--- src/rtl/kyber_pkg.sv ---
// Kyber constants, decompressor FSM encoding and the
// scalar rounding helper shared by the decompress lanes.
package kyber_pkg;

  localparam int KYBER_N    = 256;
  localparam int KYBER_Q    = 3329;
  localparam int DATA_WIDTH = 12;

  typedef enum logic {
    IDLE = 1'b0,
    RUN  = 1'b1
  } state_t;

  // round(c * q / 2^d), with ties rounding up
  function automatic logic [DATA_WIDTH-1:0] decompress_d(
    input logic [10:0] c,
    input int unsigned d
  );
    logic [31:0] p;
    p = 32'(c) * 32'(KYBER_Q) + (32'd1 << (d - 1));
    return DATA_WIDTH'(p >> d);
  endfunction

endpackage

--- src/rtl/coeff_decompress.sv ---
// One combinational decompress lane: D_BITS-bit compressed
// coefficient in, DATA_WIDTH-bit coefficient mod q out.
module coeff_decompress
  import kyber_pkg::*;
#(
  parameter int D_BITS = 3
) (
  input  logic [D_BITS-1:0]     c,
  output logic [DATA_WIDTH-1:0] y
);

  assign y = decompress_d(11'(c), D_BITS);

endmodule

--- src/rtl/poly_decompress_stream.sv ---
// Streaming Kyber polynomial decompressor, LANES coeffs per beat.
// Define POLY_DECOMPRESS_FULLVEC_EN to add the oPoly full-vector port.
module poly_decompress_stream
  import kyber_pkg::*;
#(
  parameter int D_BITS = 3,
  parameter int LANES  = 8
) (
  input  logic                          clk,
  input  logic                          reset,
  input  logic                          in_valid,
  output logic                          in_ready,
  input  logic [D_BITS*KYBER_N-1:0]     iPoly_Compressed,
  output logic                          out_valid,
  input  logic                          out_ready,
  output logic [LANES*DATA_WIDTH-1:0]   oCoeffs,
  output logic                          out_last,
  output logic                          done
`ifdef POLY_DECOMPRESS_FULLVEC_EN
  ,
  output logic [KYBER_N*DATA_WIDTH-1:0] oPoly
`endif
);

  localparam int IN_WIDTH  = D_BITS * KYBER_N;
  localparam int BEAT_BITS = D_BITS * LANES;
  localparam int BEAT_W    = LANES * DATA_WIDTH;
  localparam int BEATS     = KYBER_N / LANES;
  localparam int CW        = (BEATS > 1) ? $clog2(BEATS) : 1;
  localparam int REM_W     = (BEATS > 1) ? IN_WIDTH - BEAT_BITS : 1;

  state_t               state_q;
  state_t               state_d;
  logic [CW-1:0]        beat_q;
  logic                 valid_q;
  logic                 done_q;
  logic [BEAT_W-1:0]    coeffs_q;
  logic [BEAT_W-1:0]    coeffs_d;
  logic [BEAT_BITS-1:0] lane_src;
  logic [BEAT_BITS-1:0] next_src;
  logic                 load;
  logic                 adv;
  logic                 fin;
  logic                 hs;
  logic                 at_last;

  assign hs      = valid_q && out_ready;
  assign at_last = (beat_q == CW'(BEATS - 1));

  always_comb begin
    state_d = state_q;
    load    = 1'b0;
    adv     = 1'b0;
    fin     = 1'b0;
    unique case (state_q)
      IDLE: begin
        if (in_valid) begin
          load    = 1'b1;
          state_d = RUN;
        end
      end
      RUN: begin
        if (hs) begin
          if (at_last) begin
            fin     = 1'b1;
            state_d = IDLE;
          end else begin
            adv = 1'b1;
          end
        end
      end
    endcase
  end

  // Beat 0 comes straight from the input; the rest of the
  // polynomial waits in the shift register, next beat lowest.
  if (BEATS > 1) begin : g_sreg
    logic [REM_W-1:0] sreg_q;

    always_ff @(posedge clk) begin
      if (reset) begin
        sreg_q <= '0;
      end else if (load) begin
        sreg_q <= iPoly_Compressed[IN_WIDTH-1:BEAT_BITS];
      end else if (adv) begin
        sreg_q <= sreg_q >> BEAT_BITS;
      end
    end

    assign next_src = sreg_q[BEAT_BITS-1:0];
  end else begin : g_nosreg
    assign next_src = '0;
  end

  assign lane_src = load ? iPoly_Compressed[BEAT_BITS-1:0]
                         : next_src;

  for (genvar j = 0; j < LANES; j++) begin : g_lane
    coeff_decompress #(
      .D_BITS(D_BITS)
    ) u_dec (
      .c(lane_src[j*D_BITS +: D_BITS]),
      .y(coeffs_d[j*DATA_WIDTH +: DATA_WIDTH])
    );
  end

  always_ff @(posedge clk) begin
    if (reset) begin
      state_q  <= IDLE;
      beat_q   <= '0;
      valid_q  <= 1'b0;
      done_q   <= 1'b0;
      coeffs_q <= '0;
    end else begin
      state_q <= state_d;
      done_q  <= fin;
      if (load) begin
        valid_q  <= 1'b1;
        beat_q   <= '0;
        coeffs_q <= coeffs_d;
      end else if (adv) begin
        beat_q   <= beat_q + CW'(1);
        coeffs_q <= coeffs_d;
      end else if (fin) begin
        valid_q <= 1'b0;
        beat_q  <= '0;
      end
    end
  end

  assign in_ready  = (state_q == IDLE);
  assign out_valid = valid_q;
  assign oCoeffs   = coeffs_q;
  assign out_last  = valid_q && at_last;
  assign done      = done_q;

`ifdef POLY_DECOMPRESS_FULLVEC_EN
  logic [KYBER_N*DATA_WIDTH-1:0] poly_q;

  always_ff @(posedge clk) begin
    if (reset) begin
      poly_q <= '0;
    end else if (hs) begin
      poly_q[int'(beat_q)*BEAT_W +: BEAT_W] <= coeffs_q;
    end
  end

  assign oPoly = poly_q;
`else
  // Beats are visible only on oCoeffs in this build.
`endif

endmodule
--- config.mk ---
export PLATFORM = sky130hd
export DESIGN_NAME = poly_decompress_stream
export DESIGN_NICKNAME = d
export VERILOG_FILES = /design/src/rtl/kyber_pkg.sv /design/src/rtl/coeff_decompress.sv /design/src/rtl/poly_decompress_stream.sv
export SDC_FILE = /design/constraint.sdc
export NUM_CORES = 2
export LEC_CHECK = 0
export ABC_AREA = 1
export BUFFER_PORTS_ARGS = -buffer_cell sky130_fd_sc_hd__buf_2
export CAP_MARGIN = 20
export CORE_ASPECT_RATIO = 2
export CORE_MARGIN = 2
export CORE_UTILIZATION = 33
export CTS_CLUSTER_SIZE = 14
export DETAILED_ROUTE_END_ITERATION = 16
export GPL_TIMING_DRIVEN = 1
export SYNTH_ARGS = -nofsm -noshare
export SYNTH_HDL_FRONTEND = slang
export SYNTH_SLANG_ARGS = --single-unit
--- constraint.sdc ---
create_clock -name clk -period 2.97 [get_ports clk]
set_input_delay 0.7425 -clock clk [delete_from_list [all_inputs] [get_ports clk]]
set_output_delay 0.7425 -clock clk [all_outputs]
set_load 0.1 [all_outputs]
# Word level (Yosys, flattened, before mapping)
# Cells that the tools add are included.
[totals]
ff_bits = 848
word_cells = 53
[classes]
n_addsub = 9
mul = 8
eq_ne = 2
muxes = 20
n_bitwise = 1
n_reduce_logical = 7
[op_table]
columns = ["op", "count"]
rows = [
  ["744-bit 2-to-1 mux", 2],
  ["96-bit 2-to-1 mux", 2],
  ["15-bit by 3-bit adder with 15-bit output, second input constant", 8],
  ["3-bit by 12-bit multiplier with 15-bit output, second input constant", 8],
  ["24-bit 2-to-1 mux", 1],
  ["1-bit 2-to-1 mux", 12],
  ["5-bit 2-to-1 mux", 2],
  ["2-bit nonzero test", 3],
  ["5-bit by 1-bit adder with 5-bit output, second input constant", 1],
  ["5-bit == test, second input constant", 1],
  ["1-bit logical AND", 2],
  ["2-bit != test, second input constant", 1],
  ["1-bit one-hot mux with 2 select lines", 1],
  ["2-bit AND reduction", 1],
  ["2-bit OR reduction", 1],
  ["1-bit inverter", 1],
]

# Longest topological paths before layout
[logic_depth]
depth_word = 7
mapped_depth = 16

# Hierarchy
# Synthesis repeated with hierarchy kept, for this count alone.
[hier_totals]
hier_cells = 7614
hier_area_um2 = 45702.6
[by_module_without_submodules]
columns = ["module", "instances", "cells_each", "area_per_inst_um2", "seq_area_each_um2"]
rows = [
  ["poly_decompress_stream", 1, 7398, 44061.0, 16976.3],
  ["coeff_decompress", 8, 27, 205.2, 0.0],
]

# Least setup slack after synthesis
# OpenSTA, ideal clock, no wires.
[synth_path]
path_kind = "reg-to-reg"
start = "register state_q"
end = "register coeffs_q[71] (netlist: oCoeffs[71])"
t_arrival_ns = 3.016
required_time_ns = 2.900
slack_ns = -0.116
stages_incl_launch_ff = 15
synth_period_minus_slack_ns = 3.086
cell_sequence = "dfxtp_1 > inv_2 > buf_2 > buf_1 > nand3_1 > nand2_1 > nor2_1 > nor2_1 > ha_1 > ha_1 > inv_1 > fa_1 > xnor2_1 > nand2_1 > a21oi_1"
[synth_between]
elab_chain_len = 6
elab_cells_between_ends = 8
cone_classes = "1 x add/sub; 1 x mul; 5 x mux; 1 x reduce/logical"
[synth_rtl]
columns = ["item", "line", "rtl"]
rows = [
  ["start: declaration", "poly_decompress_stream.sv:32", "state_t state_q;"],
  ["start signal: assignment", "poly_decompress_stream.sv:115", "state_q <= state_d;"],
  ["1-bit 2-to-1 mux", "poly_decompress_stream.sv:55", "unique case (state_q)"],
  ["24-bit 2-to-1 mux", "poly_decompress_stream.sv:95", "assign lane_src = load ? iPoly_Compressed[BEAT_BITS-1:0]"],
  ["3-bit by 12-bit multiplier with 15-bit output", "kyber_pkg.sv:20", "p = 32'(c) * 32'(KYBER_Q) + (32'd1 << (d - 1));"],
  ["15-bit by 3-bit adder with 15-bit output", "kyber_pkg.sv:20", ""],
  ["96-bit 2-to-1 mux", "poly_decompress_stream.sv:121", "end else if (adv) begin"],
  ["96-bit 2-to-1 mux", "poly_decompress_stream.sv:117", "if (load) begin"],
  ["end signal: assignment", "poly_decompress_stream.sv:120", "coeffs_q <= coeffs_d;"],
  ["end signal: assignment", "poly_decompress_stream.sv:123", "coeffs_q <= coeffs_d;"],
  ["end: declaration", "poly_decompress_stream.sv:37", "logic [BEAT_W-1:0] coeffs_q;"],
]
# Several ways; a longest one is shown, not always the timed one. The select of a mux whose other input is x is not followed.
# A chain may end at the register's enable or synchronous reset.

# Worst setup path in the final report
[layout_path]
start = "register beat_q[0]"
end = "output out_last"
[layout_between]
elab_chain_len = 2
[layout_rtl]
columns = ["item", "line", "rtl"]
rows = [
  ["start: declaration", "poly_decompress_stream.sv:34", "logic [CW-1:0] beat_q;"],
  ["start signal: assignment", "poly_decompress_stream.sv:122", "beat_q <= beat_q + CW'(1);"],
  ["5-bit == test", "poly_decompress_stream.sv:48", "assign at_last = (beat_q == CW'(BEATS - 1));"],
  ["1-bit logical AND", "poly_decompress_stream.sv:134", "assign out_last = valid_q && at_last;"],
  ["end: declaration", "poly_decompress_stream.sv:17", "output logic out_last,"],
]
# Every way passes these cells.

==> flow_metrics.env <==
export IMPL_avgSynthCellArea_sq_um=6.28
export IMPL_p_leak_nw=21.6
export IMPL_switchingPower_mw=8.38
export IMPL_drt_iter0_markers=3001
export IMPL_wl_um=156000
export IMPL_pre_cts_ws_ns=-0.0954
export IMPL_max_freq_mhz=356
export IMPL_ys_flop_type="dfxtp_1"
export IMPL_hpwlAfterDp_um=114000
export IMPL_cts_buffers=79
export IMPL_wire_per_inst_um=18.6
export IMPL_worstReg2RegStart="state_q"
export IMPL_ys_seq_elements=816
export IMPL_cpMostUsedCell="inv_1"
export IMPL_fin_cells=8384
export IMPL_skew_ns=0.0327
export IMPL_crit_slowest_cell="dfxtp_1"
export IMPL_ys_seq_area_share_pct=42.4
export IMPL_place_gp_congestion=0.948
export IMPL_core_rowCount=177
export IMPL_p_int_mw=18.8
export IMPL_layout_common_cells="nand2_1, buf_2, dfxtp_1"
export IMPL_setup_ws_ns=0.163
export IMPL_hold_path_depth=3
export IMPL_drc=0
export IMPL_hold_path_class="in2reg"
export IMPL_r2r_end="oCoeffs[95]"
export IMPL_p_per_area_mw_per_mm2=581
export IMPL_antenna_found_initial=79
export IMPL_clk_latency_ns=0.68
export IMPL_cts_root_buffer="clkbuf_16"
export IMPL_whs_endpoint="g_sreg.sreg_q[730]"
export IMPL_area_growth_pct=21.6
export IMPL_setup_viol=0
export IMPL_startpoint="beat_q[0]"
export IMPL_maxCapViolCount=0
export IMPL_vias=40113
export IMPL_fp_dieArea_sq_mm=0.120
export IMPL_cpLargestDelayFamily="adder cells"
export IMPL_placed_cells_incl_taps=8197
export IMPL_crit_buf_inv=3
export IMPL_worst_pin_slew_ns=1.20
export IMPL_final_common_cell="nand2_1"
export IMPL_clock_sinks=816
export IMPL_drive_gt1_share_pct=16.4
export IMPL_fill_cells=12712
export IMPL_clkPwrFrac_pct=39.0
export IMPL_crit_required_ns=2.23
export IMPL_grt_max_degree=227
export IMPL_grt_pass1_vias=38129
export IMPL_grt_pass1_wl_um=230000
export IMPL_cpPeakStageDelay_ns=0.38
export IMPL_worstPathArrival_ns=2.06
export IMPL_ys_warn_count=0
export IMPL_die_w_um=246
export IMPL_syn_area_sq_mm=0.0385
export IMPL_slew_headroom_pct=20.0
export IMPL_clkTransAtPathRegs_ns=0.06
export IMPL_port_buffers=839
export IMPL_rsz0062_at_grt="no"
export IMPL_synthArstFlopShare_pct=0
export IMPL_die_y_um=487
export IMPL_synthCells=6137
export IMPL_crit_path_start_kind="flop"
export IMPL_critPathKind="reg2out"
export IMPL_cp_end_kind="output pin"
export IMPL_drtAntennaViolNets=0
export IMPL_path_max_fanout=4
export IMPL_drv_slew=0
export IMPL_cts_max_level=3
export IMPL_hp_start="iPoly_Compressed[754]"
export IMPL_core_sq_mm=0.116
export IMPL_cts_tree="yes"
export IMPL_switching_share_pct=30.8
export IMPL_r2r_slack_ns=0.35
export IMPL_final_period_utilization_pct=94.5
export IMPL_drtPass1Iterations=5
export IMPL_vdd_drop_max_mv=0.488
export IMPL_synthDistinctLibCells=26
export IMPL_hold_viol=0
export IMPL_synth_edff_count=0
export IMPL_gr_total_overflow=0
export IMPL_path_cells="ha_1 > inv_1 > nor3_1 > ha_2 > nand2_1 > inv_1 > buf_8"
export IMPL_pwr_share_comb_pct=17.7
export IMPL_vias_per_cell=4.78
export IMPL_start_util_pct=33.2
export IMPL_grt_usage_pct=25.2
export IMPL_reg2regPathDepth=11
export IMPL_nets=7578
export IMPL_period_minus_slack_ns=2.81
export IMPL_status="completed"
export IMPL_power_frac_seq_pct=43.2
export IMPL_ctsLongestPathBuffers=3
export IMPL_io_pins=872
[power by group through the flow]
stage                     logic, mW  clock network [mW]  registers (mW)
after floorplan                2.63                   0            12.4
after global placement         4.81                   0            12.0
after detailed placement       4.82                   0            12.0
after CTS                      4.84                10.9            11.8
after global routing           5.27                11.3            11.8
final                          4.82                10.6            11.8
[state kept, by name, indices dropped and copies added (netlist names)]
name and cells:
oCoeffs 64, g_sreg.sreg_q 744, state_q 1, out_valid 1, beat_q 5, done 1
[per-stage QoR]
stage	area [sq um]	TNS [ns]	hold slack [ns]	total power, mW	util, %
after global routing	46800	0	0.300	28.3	40.3
after CTS	46700	0	0.254	27.5	40.3
after floorplan	38700	0	0.425	15.1	-
final	46900	0	0.314	27.2	40.4
after global placement	44100	-0.0674	0.446	16.8	38.0
after detailed placement	44100	-0.212	0.450	16.8	38.0
[tightest hold or removal path, cell delays in order]
cell,delay (ns)
buf_2,0.09
nand2_1,0.05
a21oi_1,0.05
[logic make-up (layout without fill, tap and decap cells)]
kind of cell / after synthesis / in the layout / share of synthesized area, %
simple gates: 3890 / 3890 / 38.1
compound gates: 847 / 847 / 11.0
other cells: 1 / 76 / 0.00973
xor+xnor: 9 / 9 / 0.205
flops: 816 / 816 / 42.4
buf+inv: 527 / 1178 / 6.59
fa+ha+maj: 47 / 47 / 1.68
[layout make-up]
cell class              instances  area [sq um]  share of cell area (%)
clock inverters                27           337                   0.718
flip-flops and latches        816         16300                    34.9
clock buffers                 114          2320                    4.95
well taps                    1521          1900                    4.06
inverters                      57           221                   0.473
diodes                         44           110                   0.235
repair buffers                980          5820                    12.4
multi-input cells            4825         19800                    42.3
[how the worst max path moves through the flow]
stage | to | slack [ns] | cells after the start
floorplan | oCoeffs[59] | 0.002 | 15
global placement | oCoeffs[95] | -0.06 | 11
detailed placement | oCoeffs[95] | -0.1 | 11
CTS | out_last | 0.03 | 7
global route | out_last | 0.003 | 7
finish | out_last | 0.16 | 7
[timing repair]
item                                    4_1_cts  5_1_grt
pin swaps                                     0        1
endpoints found under the setup margin        1        1
setup buffers                                 0        2
gates resized for setup                       3        1
hold buffers                                  0        0
[layer usage]
layer / GRT usage (%) / part of all wire (%) / vias to the layer above
met4: 14.0 / 6.1 / 76
met1: 29.4 / 40 / 18088
met2: 41.2 / 45 / 1424
met3: 7.01 / 8.3 / 320
li1: - / - / 20205
met5: 0 / 0.32 / -
[cell usage after synthesis, types with 3 or more instances]
| cell | number | area [sq um] |
|---|---|---|
| nand2_1 | 3756 | 14100 |
| dfxtp_1 | 816 | 16300 |
| a21oi_1 | 774 | 3870 |
| buf_2 | 279 | 1400 |
| clkbuf_1 | 126 | 473 |
| nor2_1 | 92 | 345 |
| o21ai_0 | 69 | 345 |
| buf_4 | 57 | 428 |
| inv_1 | 54 | 203 |
| ha_1 | 39 | 488 |
| nand3_1 | 27 | 135 |
| nand3b_1 | 9 | 67.6 |
| buf_1 | 8 | 30.0 |
| fa_1 | 8 | 160 |
| xnor2_1 | 7 | 61.3 |
| nor3_1 | 3 | 15.0 |
Note: power is estimated with default switching activity, not from simulation.
